<file path="config.mk">
export PLATFORM = sky130hd
export DESIGN_NAME = dco_phase_accumulator
export DESIGN_NICKNAME = d
export VERILOG_FILES = /design/src/rtl/dco_phase_accumulator.sv
export SDC_FILE = /design/constraint.sdc
export NUM_CORES = 1
export LEC_CHECK = 0
export BUFFER_PORTS_ARGS = -buffer_cell sky130_fd_sc_hd__buf_2
export CORE_UTILIZATION = 55
export CTS_CLUSTER_SIZE = 20
export DETAILED_ROUTE_END_ITERATION = 10
export GPL_TIMING_DRIVEN = 0
export PLACE_DENSITY_LB_ADDON = 0.3
export SETUP_SLACK_MARGIN = 0.4
export SYNTH_ARGS = -nofsm -noshare
export SYNTH_HDL_FRONTEND = slang
export SYNTH_SLANG_ARGS = --single-unit
export TNS_END_PERCENT = 20
</file>
<file path="constraint.sdc">
create_clock -name clk -period 4.5 [get_ports clk]
set_input_delay 0.9 -clock clk [delete_from_list [all_inputs] [get_ports clk]]
set_output_delay 0.9 -clock clk [all_outputs]
set_load 0.03 [all_outputs]
</file>
<file path="src/rtl/dco_phase_accumulator.sv">
// DCO stage of the all-digital PLL: clamped FCW, modulo-2^PHASE_W phase accumulator, feedback divider.
// Optional scan chain over phase/fcw is enabled by defining DCO_SCAN_CHAIN_EN.
module dco_phase_accumulator #(
  parameter int                 PHASE_W    = 24,
  parameter logic [PHASE_W-1:0] FCW_BASE   = 24'h010000,
  parameter int                 KDCO_SHIFT = 4,
  parameter logic [PHASE_W-1:0] FCW_MIN    = 24'h001000,
  parameter logic [PHASE_W-1:0] FCW_MAX    = 24'h080000,
  parameter int                 DIV_N      = 8
) (
  input  logic               clk,
  input  logic               rst,
  input  logic               en,
  input  logic signed [15:0] ctrl,
  output logic [PHASE_W-1:0] fcw,
  output logic [PHASE_W-1:0] phase,
  output logic               dco_out,
  output logic               wrap,
  output logic               fb_tick,
  output logic               fb_clk,
  output logic               sat_hi,
  output logic               sat_lo
`ifdef DCO_SCAN_CHAIN_EN
  ,
  input  logic               scan_in,
  input  logic               scan_en,
  output logic               scan_out
`endif
);

  // Two guard bits above the widest operand keep the signed sum free of overflow.
  localparam int RAW_W = ((PHASE_W > 16 + KDCO_SHIFT) ? PHASE_W : 16 + KDCO_SHIFT) + 2;
  localparam int CNT_W = $clog2(DIV_N);
  localparam logic signed [RAW_W-1:0] BASE_EXT = RAW_W'(FCW_BASE);
  localparam logic signed [RAW_W-1:0] MIN_EXT  = RAW_W'(FCW_MIN);
  localparam logic signed [RAW_W-1:0] MAX_EXT  = RAW_W'(FCW_MAX);
  localparam logic [CNT_W-1:0]        CNT_LAST = CNT_W'(DIV_N - 1);

  logic [PHASE_W-1:0] phase_q, phase_d;
  logic [PHASE_W-1:0] fcw_q, fcw_d;
  logic [CNT_W-1:0]   cnt_q, cnt_d;
  logic               dco_q, dco_d;
  logic               wrap_q, wrap_d;
  logic               tick_q, tick_d;
  logic               fbclk_q, fbclk_d;
  logic               hi_q, hi_d;
  logic               lo_q, lo_d;

  logic signed [RAW_W-1:0] ctrl_ext;
  logic signed [RAW_W-1:0] raw;
  logic [PHASE_W:0]        sum;

  always_comb begin
    // NOTE: every next-state value gets a default first so no path can infer a latch.
    phase_d  = phase_q;
    fcw_d    = fcw_q;
    cnt_d    = cnt_q;
    dco_d    = dco_q;
    fbclk_d  = fbclk_q;
    hi_d     = hi_q;
    lo_d     = lo_q;
    wrap_d   = 1'b0;
    tick_d   = 1'b0;
    ctrl_ext = {{(RAW_W-16){ctrl[15]}}, ctrl};
    raw      = BASE_EXT + (ctrl_ext <<< KDCO_SHIFT);
    sum      = {1'b0, phase_q} + {1'b0, fcw_q};

`ifdef DCO_SCAN_CHAIN_EN
    if (scan_en) begin
      phase_d = {phase_q[PHASE_W-2:0], scan_in};
      fcw_d   = {fcw_q[PHASE_W-2:0], phase_q[PHASE_W-1]};
    end else
`endif
    if (en) begin
      if (raw < MIN_EXT) begin
        fcw_d = FCW_MIN;
        hi_d  = 1'b0;
        lo_d  = 1'b1;
      end else if (raw > MAX_EXT) begin
        fcw_d = FCW_MAX;
        hi_d  = 1'b1;
        lo_d  = 1'b0;
      end else begin
        fcw_d = raw[PHASE_W-1:0];
        hi_d  = 1'b0;
        lo_d  = 1'b0;
      end

      // The phase integrates the previously registered fcw, giving one extra edge of latency.
      phase_d = sum[PHASE_W-1:0];
      wrap_d  = sum[PHASE_W];
      dco_d   = sum[PHASE_W-1];
      if (sum[PHASE_W]) begin
        if (cnt_q == CNT_LAST) begin
          cnt_d   = '0;
          tick_d  = 1'b1;
          fbclk_d = ~fbclk_q;
        end else begin
          cnt_d = cnt_q + 1'b1;
        end
      end
    end
  end

  // NOTE: state registers use non-blocking assignments so all flops update together at the edge.
  always_ff @(posedge clk) begin
    if (rst) begin
      phase_q <= '0;
      fcw_q   <= FCW_BASE;
      cnt_q   <= '0;
      dco_q   <= 1'b0;
      wrap_q  <= 1'b0;
      tick_q  <= 1'b0;
      fbclk_q <= 1'b0;
      hi_q    <= 1'b0;
      lo_q    <= 1'b0;
    end else begin
      phase_q <= phase_d;
      fcw_q   <= fcw_d;
      cnt_q   <= cnt_d;
      dco_q   <= dco_d;
      wrap_q  <= wrap_d;
      tick_q  <= tick_d;
      fbclk_q <= fbclk_d;
      hi_q    <= hi_d;
      lo_q    <= lo_d;
    end
  end

  assign phase   = phase_q;
  assign fcw     = fcw_q;
  assign dco_out = dco_q;
  assign wrap    = wrap_q;
  assign fb_tick = tick_q;
  assign fb_clk  = fbclk_q;
  assign sat_hi  = hi_q;
  assign sat_lo  = lo_q;
`ifdef DCO_SCAN_CHAIN_EN
  assign scan_out = fcw_q[PHASE_W-1];
`endif

endmodule

</file>
After elaboration in Yosys (flattened, before gate mapping)
Cells that the tools add are included.
W data, S select, Z words.
{"block": "word_totals", "register_bits": 57, "input_bits": 19, "out_inout_bits": 54, "wordCells": 29}
{"block": "op_classes", "add_sub_neg": 3, "magnitude_cmp": 2, "eq_ne": 1, "mux": 7, "n_bitwise": 3, "n_reduce_logical": 4}
{"cell": "$mux W24", "n": 2}
{"cell": "$add A24 B24 Y25", "n": 1}
{"cell": "$add A18 B20 Y21 const A", "n": 1}
{"cell": "$gt A21 B21 Y1 const B", "n": 1}
{"cell": "$lt A21 B14 Y1 const B", "n": 1}
{"cell": "$mux W1", "n": 4}
{"cell": "$add A3 B1 Y3 const B", "n": 1}
{"cell": "$eq A3 B3 Y1 const B", "n": 1}
{"cell": "$mux W3", "n": 1}
{"cell": "$not A1 Y1", "n": 3}
{"cell": "$reduce_and A3 Y1", "n": 1}
{"cell": "$reduce_or A3 Y1", "n": 1}
{"cell": "$reduce_and A2 Y1", "n": 1}
{"cell": "$reduce_or A2 Y1", "n": 1}

Logic depth before layout (Yosys ltp)
Gate-level depths: netlist of the first run.
{"block": "depth", "ltp_word": 4, "depth_mapped": 9}

Least setup slack after synthesis of the first run
OpenSTA, ideal clock, no wires.
{"block": "synth_path", "path_kind": "register -> register", "from": "register fcw_q[4], in the netlist fcw[4]", "to": "register fbclk_q, in the netlist fb_clk", "setup_time_ps": 116, "t_arrival_ps": 2549, "setup_slack_ps": 1835, "path_stages_with_launch": 10, "path_buffers": 0, "synth_period_minus_slack_ps": 2665, "path_cell_list": "dfxtp_1 -> ha_1 -> fa_1 -> a21o_1 -> o2bb2ai_1 -> o31ai_4 -> o31ai_2 -> a221o_1 -> and2_4 -> a31o_1"}
{"block": "synth_between", "elab_chain_cells": 2}
{"item": "start: declaration", "line": "40", "rtl": "logic [PHASE_W-1:0] fcw_q, fcw_d;"}
{"item": "start signal: assignment", "line": "119", "rtl": "fcw_q <= fcw_d;"}
{"item": "$add A24 B24 Y25", "line": "66", "rtl": "sum = {1'b0, phase_q} + {1'b0, fcw_q};"}
{"item": "$reduce_and A3 Y1 (no source line)"}
{"item": "end signal: assignment", "line": "124", "rtl": "fbclk_q <= fbclk_d;"}
{"item": "end: declaration", "line": "45", "rtl": "logic fbclk_q, fbclk_d;"}
Every way passes these cells.
A chain may end at the register's enable or synchronous reset.

Final worst setup path of the first run
Same ends and word-level chain as after synthesis.

==> results of run 1 <==
==> state kept, by name, indices dropped and copies added, names as in the netlist <==
name and cells:
fcw 17, fb_clk 1, sat_lo 1, wrap 1, fb_tick 1, sat_hi 1
phase 20, cnt_q 3
==> routing by layer <==
layer	global-route usage, %	part of all wire (%)	vias up
met5	0	0	-
met4	13.51	2.6	0
met3	5.663	6.8	15
met2	40.91	46	107
met1	35.83	45	1193
li1	-	-	1262
==> worst reg2reg max path: cells and delay by family, from the launching register on <==
kind / cells / cell delay (ns)
and+or+nand+nor: 1 / 0.21
adders and majority gates: 2 / 0.64
DFF: 1 / 0.33
AOI/OAI and AO/OA: 6 / 1.50
==> through the flow <==
| stage | util (%) | instances | hold WS, ns |
|---|---|---|---|
| 2_1_floorplan | - | 318 | 0.4321 |
| 3_3_place_gp | 66.53 | 447 | 0.4442 |
| 3_5_place_dp | 66.53 | 447 | 0.4574 |
| 4_1_cts | 68.71 | 454 | 0.4686 |
| 5_1_grt | 68.71 | 454 | 0.4850 |
| 6_report | 68.71 | 454 | 0.4642 |
==> cells by family after synthesis <==
| family | after synthesis |
|---|---|
| and+or+nand+nor | 95 |
| buffers and inverters | 33 |
| muxes | 15 |
| DFF | 45 |
| adders and majority gates | 25 |
| xor gates and xnor gates | 17 |
| AOI/OAI and AO/OA | 80 |
| other | 1 |
==> report_power, final <==
group / internal [mW] / leakage (nW) / switching [mW]
logic: 0.0656 / 1.24 / 0.120
registers: 0.414 / 0.366 / 0.0142
clock network: 0.162 / 0.0540 / 0.139
==> cell type report <==
| class | instances | area (µm²) | area share [%] |
|---|---|---|---|
| timing repair buffer | 62 | 310.3 | 9.498 |
| inverter | 7 | 26.28 | 0.8043 |
| sequential | 45 | 900.9 | 27.58 |
| clock buffer | 5 | 68.82 | 2.106 |
| tap | 67 | 83.83 | 2.566 |
| multi-input combinational | 240 | 1690 | 51.74 |
| buffer | 26 | 151.4 | 4.634 |
| clock inverter | 2 | 35.03 | 1.072 |
==> final timing paths <==
path / cells after the start / to
hold / removal: 2 / cnt_q[1]$_SDFFE_PP0P_
setup / recovery: 9 / fb_clk$_SDFFE_PP0P_
hold reg to reg: 2 / cnt_q[1]$_SDFFE_PP0P_
setup reg to reg: 9 / fb_clk$_SDFFE_PP0P_
==> layout by cell type, fill, tap and decap left out, types with 2 or more instances in the layout <==
master    netlist  routed
a211oi_1        2       2
a21o_1          9       9
a21oi_1        16      16
a221o_1         2       2
a22o_1          3       3
a22oi_1        12      12
a31oi_1         5       5
and2_1          4       4
and3_1          5       5
buf_1           2       2
buf_2           1      63
buf_4          12      12
clkbuf_1       10      10
clkbuf_8        0       5
conb_1          1       8
dfxtp_1        45      45
ha_1           24      24
inv_1           7       7
mux2i_1        15      15
nand2_1        23      23
nand3_1         5       5
nand4_1         3       3
nand4b_1        3       3
nor2_1         36      36
nor2b_1         2       2
nor3_1          6       6
nor3b_1         4       4
o21ai_0         2       2
o21ai_1         8       8
o21bai_1        2       2
o311ai_1        2       2
xnor2_1        10      10
xor2_1          7       7
==> results.py, run 1 <==
metrics = {
    "timing": {
        "setup_slack_ns": 1.706,
        "hold_violations": 0,
        "min_period_ns": 2.794,
        "finClkSkew_ns": 0.009990,
        "relSlewSlack_pct": 45.66,
        "setup_viol": 0,
        "max_freq_ghz": 0.3579,
        "fin_setup_tns_ns": 0,
        "fin_crit_sh_pct": 62.08,
        "maxSlewViolCount": 0,
        "worstMarginPinSlew_ns": 0.8151,
        "rsz0062_at_grt": "false",
    },
    "drt": {
        "route.vias.total": 2577,
        "drt_first_iter_violations": 236,
        "wl_mm": 6.494,
        "ant_nets": 0,
        "drcViolationCount": 0,
        "drt-wirelength-per-cell_um": 14.30,
        "drtPass1Iterations": 4,
        "routed_via_density": 5.676,
    },
    "synth": {
        "synth_most_common_cell": "dfxtp_1",
        "synth_compound_area_share_pct": 21.40,
        "synth.top_cells.by_count": "dfxtp_1 (45), nor2_1 (36), ha_1 (24)",
        "synth_seq_cells": 45,
        "synth_cell_types": 55,
        "synth_top_family_by_area": "compound AO/OA/AOI/OAI gates",
        "synthTopCellsByArea": "dfxtp_1 (33%), ha_1 (11%), mux2i_1 (5.5%)",
        "syn_area_mm2": 0.002743,
        "synth_area_leader_cell": "dfxtp_1",
        "synth-xor-area-share_pct": 5.429,
        "synth.area.mux_share_pct": 5.474,
        "synth_fa_ha_area_share_pct": 11.68,
        "async_reset_ff_share_pct": 0,
        "ys_seq_area_share_pct": 32.85,
        "synthFlopType": "dfxtp_1",
        "syn_inst": 311,
        "syn_avg_cell_area_um2": 8.819,
        "synth_top_area_share_pct": 32.85,
        "synth-edff-count": 0,
        "synthSimpleGateAreaFrac_pct": 16.56,
        "synth_warnings": 0,
    },
    "worst_setup_path": {
        "critPathLaunch": "fcw[4]$_SDFFE_PP0P_",
        "timing.rr.start": "fcw[4]$_SDFFE_PP0P_",
        "cp_data_required_time_ns": 4.70,
        "cp_max_fo": 7,
        "r2r_slack_ns": 1.71,
        "crit_path_end_kind": "register",
        "arrival_ns": 2.99,
        "path_delay_family": "compound AO/OA/AOI/OAI gates",
        "crit_path_top_delay_cell": "a221o_1",
        "path_cells": "ha_1 -> fa_1 -> a21o_1 -> o2bb2ai_1 -> o31ai_4 -> o31ai_2 -> a221o_1 -> and2_4 -> a31o_1",
        "path_buf_inv": 0,
        "slowest_delay_ns": 0.44,
        "start_kind": "register",
        "crit_type": "reg -> reg",
    },
    "finish": {
        "drive_gt1_share_pct": 23.26,
        "area_delta_synth_final_pct": 19.11,
        "nNetsFinal": 431,
        "fin_area_mm2": 0.003267,
        "fill_cells": 432,
        "antenna_cells": 0,
    },
    "cts": {
        "clockBufferDepth": 2,
        "cts_root_buf": "clkbuf_8",
        "clkLatencyLatePin_ns": 0.31,
        "hold_buffers": 0,
        "cts_tree": "done",
        "post_cts_resized": 0,
        "htree_levels": 2,
        "cts_setup_buffers": 0,
        "clk_pin_slew_worst_paths_ns": 0.08,
        "cts_made_buffers": 5,
        "clock-sinks": 45,
    },
    "grt": {
        "grt_usage_pct": 26.81,
        "grt_pass1_wl_mm": 10.93,
        "grt_pass1_vias": 2370,
        "antenna_found_initial": 0,
        "gr-total-overflow": 0,
        "grt_max_degree": 14,
    },
    "floorplan": {
        "die_w_um": 72.62,
        "ios": 73,
        "design.core.area_mm2": 0.004755,
        "start_util_pct": 57.68,
        "die_h_um": 72.62,
        "die-area_mm2": 0.005273,
        "num_rows": 25,
    },
    "worst_hold_path": {
        "min_from": "cnt_q[1]$_SDFFE_PP0P_",
        "hold_class": "reg -> reg",
    },
    "job": {
        "drv_cap": 0,
    },
    "placement": {
        "port_buffers": 62,
        "gp_routability_congestion": 0.8897,
        "hpwlAfterDp_mm": 4.995,
        "placed_cell_area_mm2": 0.003163,
        "dp_slack_ns": 1.717,
    },
    "power": {
        "ir_drop_uv": 261.0,
        "design_power_total_mw": 0.9144,
        "p_leak_nw": 1.659,
        "power_density_mw_per_mm2": 279.9,
    },
    "outcome": {
        "outcome": "finished clean",
    },
}
Note: power is estimated with default switching activity, not from simulation.
==> inputs of run 2 (changes only) <==
CORE_UTILIZATION = 48   (was 55)
clock period = 2.2 ns   (was 4.5 ns; I/O delays follow)
==> run 2 against run 1 <==
The flow now finishes with violations (setup timing). Power increased by 110%. Maximum frequency grew 12%. Critical path type unchanged. Count of clock-buffer cells in the layout is 2 higher. Cell count is 3.7% higher. Largest power group unchanged.
==> results.py, run 2 (synthesis gave the netlist of run 1 again) <==
metrics = {
    "outcome": {
        "outcome": "finished, violations left",
        "violations": "setup timing",
    },
    "timing": {
        "min_period_ns": 2.501,
        "worstMarginPinSlew_ns": 0.8693,
        "setup_viol": 9,
        "rsz0062_at_grt": "true",
        "relSlewSlack_pct": 42.04,
        "hold_violations": 0,
        "finClkSkew_ns": 0.008957,
        "max_freq_ghz": 0.3998,
        "setup_slack_ns": -0.3010,
        "fin_crit_sh_pct": 113.7,
        "maxSlewViolCount": 0,
    },
    "finish": {
        "final_common_cell": "buf_2",
        "nNetsFinal": 442,
        "multiInputGateArea_mm2": 0.001918,
        "antenna_cells": 0,
        "seq_area_um2": 924.6,
        "largest_reg_flops": 20,
        "drive_gt1_share_pct": 36.59,
        "layout_common_cells": "buf_2 (60), nor2_1 (34), dfxtp_1 (32), buf_4 (23), nand2_1 (21)",
        "area_delta_synth_final_pct": 32.80,
        "fill_cells": 449,
        "fin_area_mm2": 0.003642,
    },
    "placement": {
        "dp_slack_ns": -0.3968,
        "hpwlAfterDp_mm": 5.158,
        "placed_cell_area_mm2": 0.003199,
        "gp_routability_congestion": 0.8807,
        "port_buffers": 62,
    },
    "worst_setup_path": {
        "start_kind": "register",
        "path_cells": "ha_4 -> fa_2 -> a21o_1 -> o2bb2ai_2 -> o31ai_4 -> o31ai_4 -> a221o_1 -> and2_4 -> a31o_1",
        "slowest_delay_ns": 0.38,
        "timing.rr.start": "phase[4]$_SDFFE_PP0P_",
        "path_delay_family": "compound AO/OA/AOI/OAI gates",
        "crit_path_end_kind": "register",
        "path_buf_inv": 0,
        "crit_type": "reg -> reg",
        "critPathLaunch": "phase[4]$_SDFFE_PP0P_",
        "path_common_cell": "o31ai_4",
        "cp_max_fo": 4,
        "cp_data_required_time_ns": 2.40,
        "arrival_ns": 2.70,
        "crit_path_top_delay_cell": "a221o_1",
    },
    "cts": {
        "cts_root_buf": "clkbuf_8",
        "clock-sinks": 45,
        "hold_buffers": 0,
        "cts_tree": "done",
        "clockBufferDepth": 2,
        "cts_made_buffers": 5,
        "clkLatencyLatePin_ns": 0.31,
        "htree_levels": 2,
        "clk_pin_slew_worst_paths_ns": 0.09,
    },
    "floorplan": {
        "die-area_mm2": 0.006020,
        "ios": 73,
        "num_rows": 27,
        "die_h_um": 77.59,
        "start_util_pct": 49.81,
        "design.core.area_mm2": 0.005507,
        "die_w_um": 77.59,
    },
    "drt": {
        "drt_first_iter_violations": 127,
        "drcViolationCount": 0,
        "ant_nets": 0,
        "wl_mm": 7.206,
        "routed_via_density": 5.573,
        "drt-wirelength-per-cell_um": 15.30,
        "route.vias.total": 2625,
        "drtPass1Iterations": 4,
    },
    "worst_hold_path": {
        "hold_class": "in -> reg",
        "min_from": "ctrl[12]",
    },
    "grt": {
        "grt_usage_pct": 24.97,
        "grt_max_degree": 15,
        "gr-total-overflow": 0,
        "antenna_found_initial": 0,
        "grt_pass1_vias": 2465,
        "grt_pass1_wl_mm": 11.86,
    },
    "power": {
        "power_density_mw_per_mm2": 533.3,
        "ir_drop_uv": 451.3,
        "p_leak_nw": 1.743,
    },
    "job": {
        "drv_cap": 0,
    },
}
run 2: cell types whose count changed in the layout (fill, tap and decap cells not counted), moves of 3 or more:
cell     before  now
ha_2          0    3
ha_1         24   14
buf_2        63   60
dfxtp_4       0    3
buf_4        12   23
a21oi_1      16   13
ha_4          0    7
dfxtp_1      45   32
dfxtp_2       0   10
run 2: layout make-up:
class                   count  share of cell area, %
well taps                  72                  2.473
flip-flops and latches     45                  25.39
multi-input cells         240                  52.66
clock inverters             1                 0.2061
repair buffers             73                  11.23
plain buffers              26                  4.363
clock buffers               7                  2.954
inverters                   7                 0.7214
run 2: timing repair:
item | 4_1_cts | 5_1_grt
setup buffers | 5 | 6
pin swaps | 11 | 17
endpoints found under the hold margin | 0 | 0
endpoints found under the setup margin | 31 | 32
gates resized for setup | 23 | 35
run 2: per-stage QoR:
stage          std cells  total power [mW]  hold WS [ns]  setup TNS, ns  utilization, %
2_1_floorplan        318             1.167        0.4321        -0.7917               -
3_3_place_gp         452             1.266        0.4432         -3.535           58.10
3_5_place_dp         452             1.274        0.4484         -4.258           58.10
4_1_cts              465             1.918        0.3329         -1.675           62.94
5_1_grt              471             2.028        0.3395         -2.551           66.14
6_report             471             1.942        0.3416         -1.551           66.14
run 2: report_power, final:
part	internal, mW	switching, mW	leakage, nW
logic	0.162	0.267	1.31
registers	0.848	0.0338	0.373
clock network	0.324	0.308	0.0556
run 2: per-layer routing:
metal	track usage (%)	vias to the layer above	share of wire [%]	wire length (µm)
li1	-	1283	-	-
met1	31.66	1235	45	3209
met2	39.65	92	47	3377
met3	6.118	15	6.6	472
met4	11.70	0	2.0	146
met5	0	-	0	0
run 2: final timing paths:
kind,cells after the start,endpoint,slack (ns)
hold / removal,2,fcw[16]$_SDFFE_PP1P_,0.34
hold reg to reg,2,cnt_q[2]$_SDFFE_PP0P_,0.46
setup reg to reg,9,fb_clk$_SDFFE_PP0P_,-0.30
setup / recovery,9,fb_clk$_SDFFE_PP0P_,-0.30
==> inputs of run 3 (changes only) <==
SETUP_SLACK_MARGIN = default   (was 0.4)
==> run 3 against run 2 <==
The flow still finishes with violations (setup timing). Sequential power is essentially flat. Cell count shrank 0.85%. Worst hold slack better by 0.038 ns. Sequential cell count unchanged. Maximum frequency is 1.3% higher. Cell area is 4.4% lower. Non-clock buffer count down 4. Die area unchanged. Routed wire length shrank 2.7%. First-iteration DRC count grew 43%. Power increased by 2.6%. Largest cell class unchanged.
==> results.py, run 3 (synthesis gave the netlist of run 1 again) <==
metrics = {
    "power": {
        "switching_power_mw": 0.5919,
        "ir_drop_uv": 328.2,
        "clockPowerShare_pct": 35.7,
        "power_density_mw_per_mm2": 571.9,
        "design_power_total_mw": 1.992,
        "p_seq_share_pct": 44.2,
        "p_leak_nw": 1.706,
        "p_sw_share_pct": 29.71,
        "p_int_mw": 1.400,
        "combPwrFrac_pct": 20.1,
    },
    "worst_setup_path": {
        "crit_path_top_delay_cell": "a221o_1",
        "path_cells": "ha_4 -> fa_2 -> a21o_1 -> o2bb2ai_2 -> o31ai_4 -> o31ai_4 -> a221o_1 -> and2_4 -> a31o_1",
        "crit_type": "reg -> reg",
        "crit_path_end_kind": "register",
        "reg2reg_depth": 9,
        "r2r_slack_ns": -0.27,
        "start_kind": "register",
        "arrival_ns": 2.66,
        "r2r-end": "fb_clk$_SDFFE_PP0P_",
        "timing.rr.start": "phase[4]$_SDFFE_PP0P_",
        "cp_data_required_time_ns": 2.39,
        "cp_max_fo": 5,
        "path_common_cell": "o31ai_4",
        "slowest_delay_ns": 0.38,
    },
    "floorplan": {
        "num_rows": 27,
        "die_w_um": 77.59,
        "die-area_mm2": 0.006020,
        "die_h_um": 77.59,
        "start_util_pct": 49.81,
        "design.core.area_mm2": 0.005507,
        "ios": 73,
    },
    "cts": {
        "cts_made_buffers": 5,
        "htree_levels": 2,
        "clkLatencyLatePin_ns": 0.30,
        "clk_pin_slew_worst_paths_ns": 0.09,
        "cts_tree": "done",
        "clock-sinks": 45,
        "clockBufferDepth": 2,
        "cts_root_buf": "clkbuf_8",
    },
    "timing": {
        "rsz0062_at_grt": "true",
        "hold_violations": 0,
        "max_freq_ghz": 0.4049,
        "setup_viol": 9,
        "maxSlewViolCount": 0,
        "relSlewSlack_pct": 41.34,
        "fin_setup_tns_ns": -0.9667,
        "finClkSkew_ns": 0.009378,
        "worstMarginPinSlew_ns": 0.8799,
        "min_period_ns": 2.470,
        "setup_slack_ns": -0.2695,
        "fin_crit_sh_pct": 112.3,
    },
    "outcome": {
        "outcome": "finished, violations left",
        "violations": "setup timing",
    },
    "finish": {
        "drive_gt1_share_pct": 30.13,
        "fill_cells": 494,
        "multiInputGateArea_mm2": 0.001804,
        "layout_common_cells": "buf_2 (62), dfxtp_1 (39), nor2_1 (35), nand2_1 (21), ha_1 (19)",
        "antenna_cells": 0,
        "largest_reg_flops": 20,
        "fin_area_mm2": 0.003483,
        "final_common_cell": "buf_2",
        "area_delta_synth_final_pct": 27.01,
        "seq_area_um2": 913.4,
        "nNetsFinal": 438,
    },
    "grt": {
        "gr-total-overflow": 0,
        "grt_usage_pct": 23.70,
        "grt_pass1_wl_mm": 11.17,
        "grt_max_degree": 15,
        "grt_pass1_vias": 2312,
        "antenna_found_initial": 0,
    },
    "worst_hold_path": {
        "hold_path_depth": 3,
        "hold_class": "in -> reg",
        "min_from": "ctrl[5]",
        "hold_end": "fcw[9]$_SDFFE_PP0P_",
    },
    "drt": {
        "drtPass1Iterations": 4,
        "drcViolationCount": 0,
        "drt-wirelength-per-cell_um": 15.01,
        "ant_nets": 0,
        "drt_first_iter_violations": 181,
        "route.vias.total": 2531,
        "routed_via_density": 5.420,
        "wl_mm": 7.010,
    },
    "placement": {
        "hpwlAfterDp_mm": 5.028,
        "gp_routability_congestion": 0.8984,
        "placed_cell_area_mm2": 0.003199,
        "port_buffers": 62,
        "dp_slack_ns": -0.3990,
    },
    "job": {
        "drv_cap": 0,
    },
}
[run 3: changes by cell type in the layout (fill, tap and decap cells not counted), sizes merged]
cell / change
buf: -5
bufinv: +1
clkinv: +1
clkinvlp: -1
[run 3: area by class of cell]
type / instances / share of cell area, %
buffer: 26 / 4.418
clock buffer: 6 / 2.694
clock inverter: 2 / 1.006
inverter: 7 / 0.7543
multi-input combinational: 240 / 51.80
sequential: 45 / 26.22
tap: 72 / 2.586
timing repair buffer: 69 / 10.52
[run 3: layer usage]
layer / wire length [µm] / track usage [%] / part of all wire, % / vias to the layer above
met5: 0 / 0 / 0 / -
met1: 3305 / 31.64 / 47 / 1170
li1: - / - / - / 1278
met4: 70 / 6.792 / 1.0 / 0
met2: 3267 / 38.58 / 47 / 76
met3: 367 / 4.706 / 5.2 / 7
[run 3: power by group through the flow]
stage	clock (mW)	combinational (mW)	sequential (mW)
floorplan	0	0.215	0.953
CTS	0.722	0.394	0.880
global route	0.760	0.435	0.885
finish	0.711	0.401	0.880
global placement	0	0.373	0.893
detailed placement	0	0.379	0.894
[run 3: timing repair]
item                                    in CTS  in global routing
resized for setup                           13                  6
buffers inserted                             2                  5
pin swaps                                    4                  3
hold buffers                                 0                  0
endpoints found under the setup margin      12                 23
hold endpoints to repair                     0                  0
[run 3: how the worst max path moves through the flow]
stage,cells after the start,startpoint,slack [ns],to
floorplan,9,fcw[4]$_SDFFE_PP0P_,-0.24,fb_clk$_SDFFE_PP0P_
global placement,9,fcw[4]$_SDFFE_PP0P_,-0.38,fb_clk$_SDFFE_PP0P_
detailed placement,9,fcw[4]$_SDFFE_PP0P_,-0.40,fb_clk$_SDFFE_PP0P_
CTS,9,fcw[4]$_SDFFE_PP0P_,-0.29,fb_clk$_SDFFE_PP0P_
global route,9,phase[4]$_SDFFE_PP0P_,-0.33,fb_clk$_SDFFE_PP0P_
finish,9,phase[4]$_SDFFE_PP0P_,-0.27,fb_clk$_SDFFE_PP0P_
[run 3: worst max-delay path: cells and delay by family (launching register included)]
kind	cells	cell delay, ns
flip-flops	1	0.36
AO/OA/AOI/OAI	6	1.29
AND/OR/NAND/NOR	1	0.20
adder cells (fa/ha/maj)	2	0.50
[run 3: stage by stage]
stage          utilization, %  hold WS (ns)  cells
4_1_cts                 62.12        0.3796    462
6_report                63.26        0.3799    467
5_1_grt                 63.26        0.3772    467
2_1_floorplan               -        0.4321    318
3_5_place_dp            58.10        0.4475    452
3_3_place_gp            58.10        0.4431    452
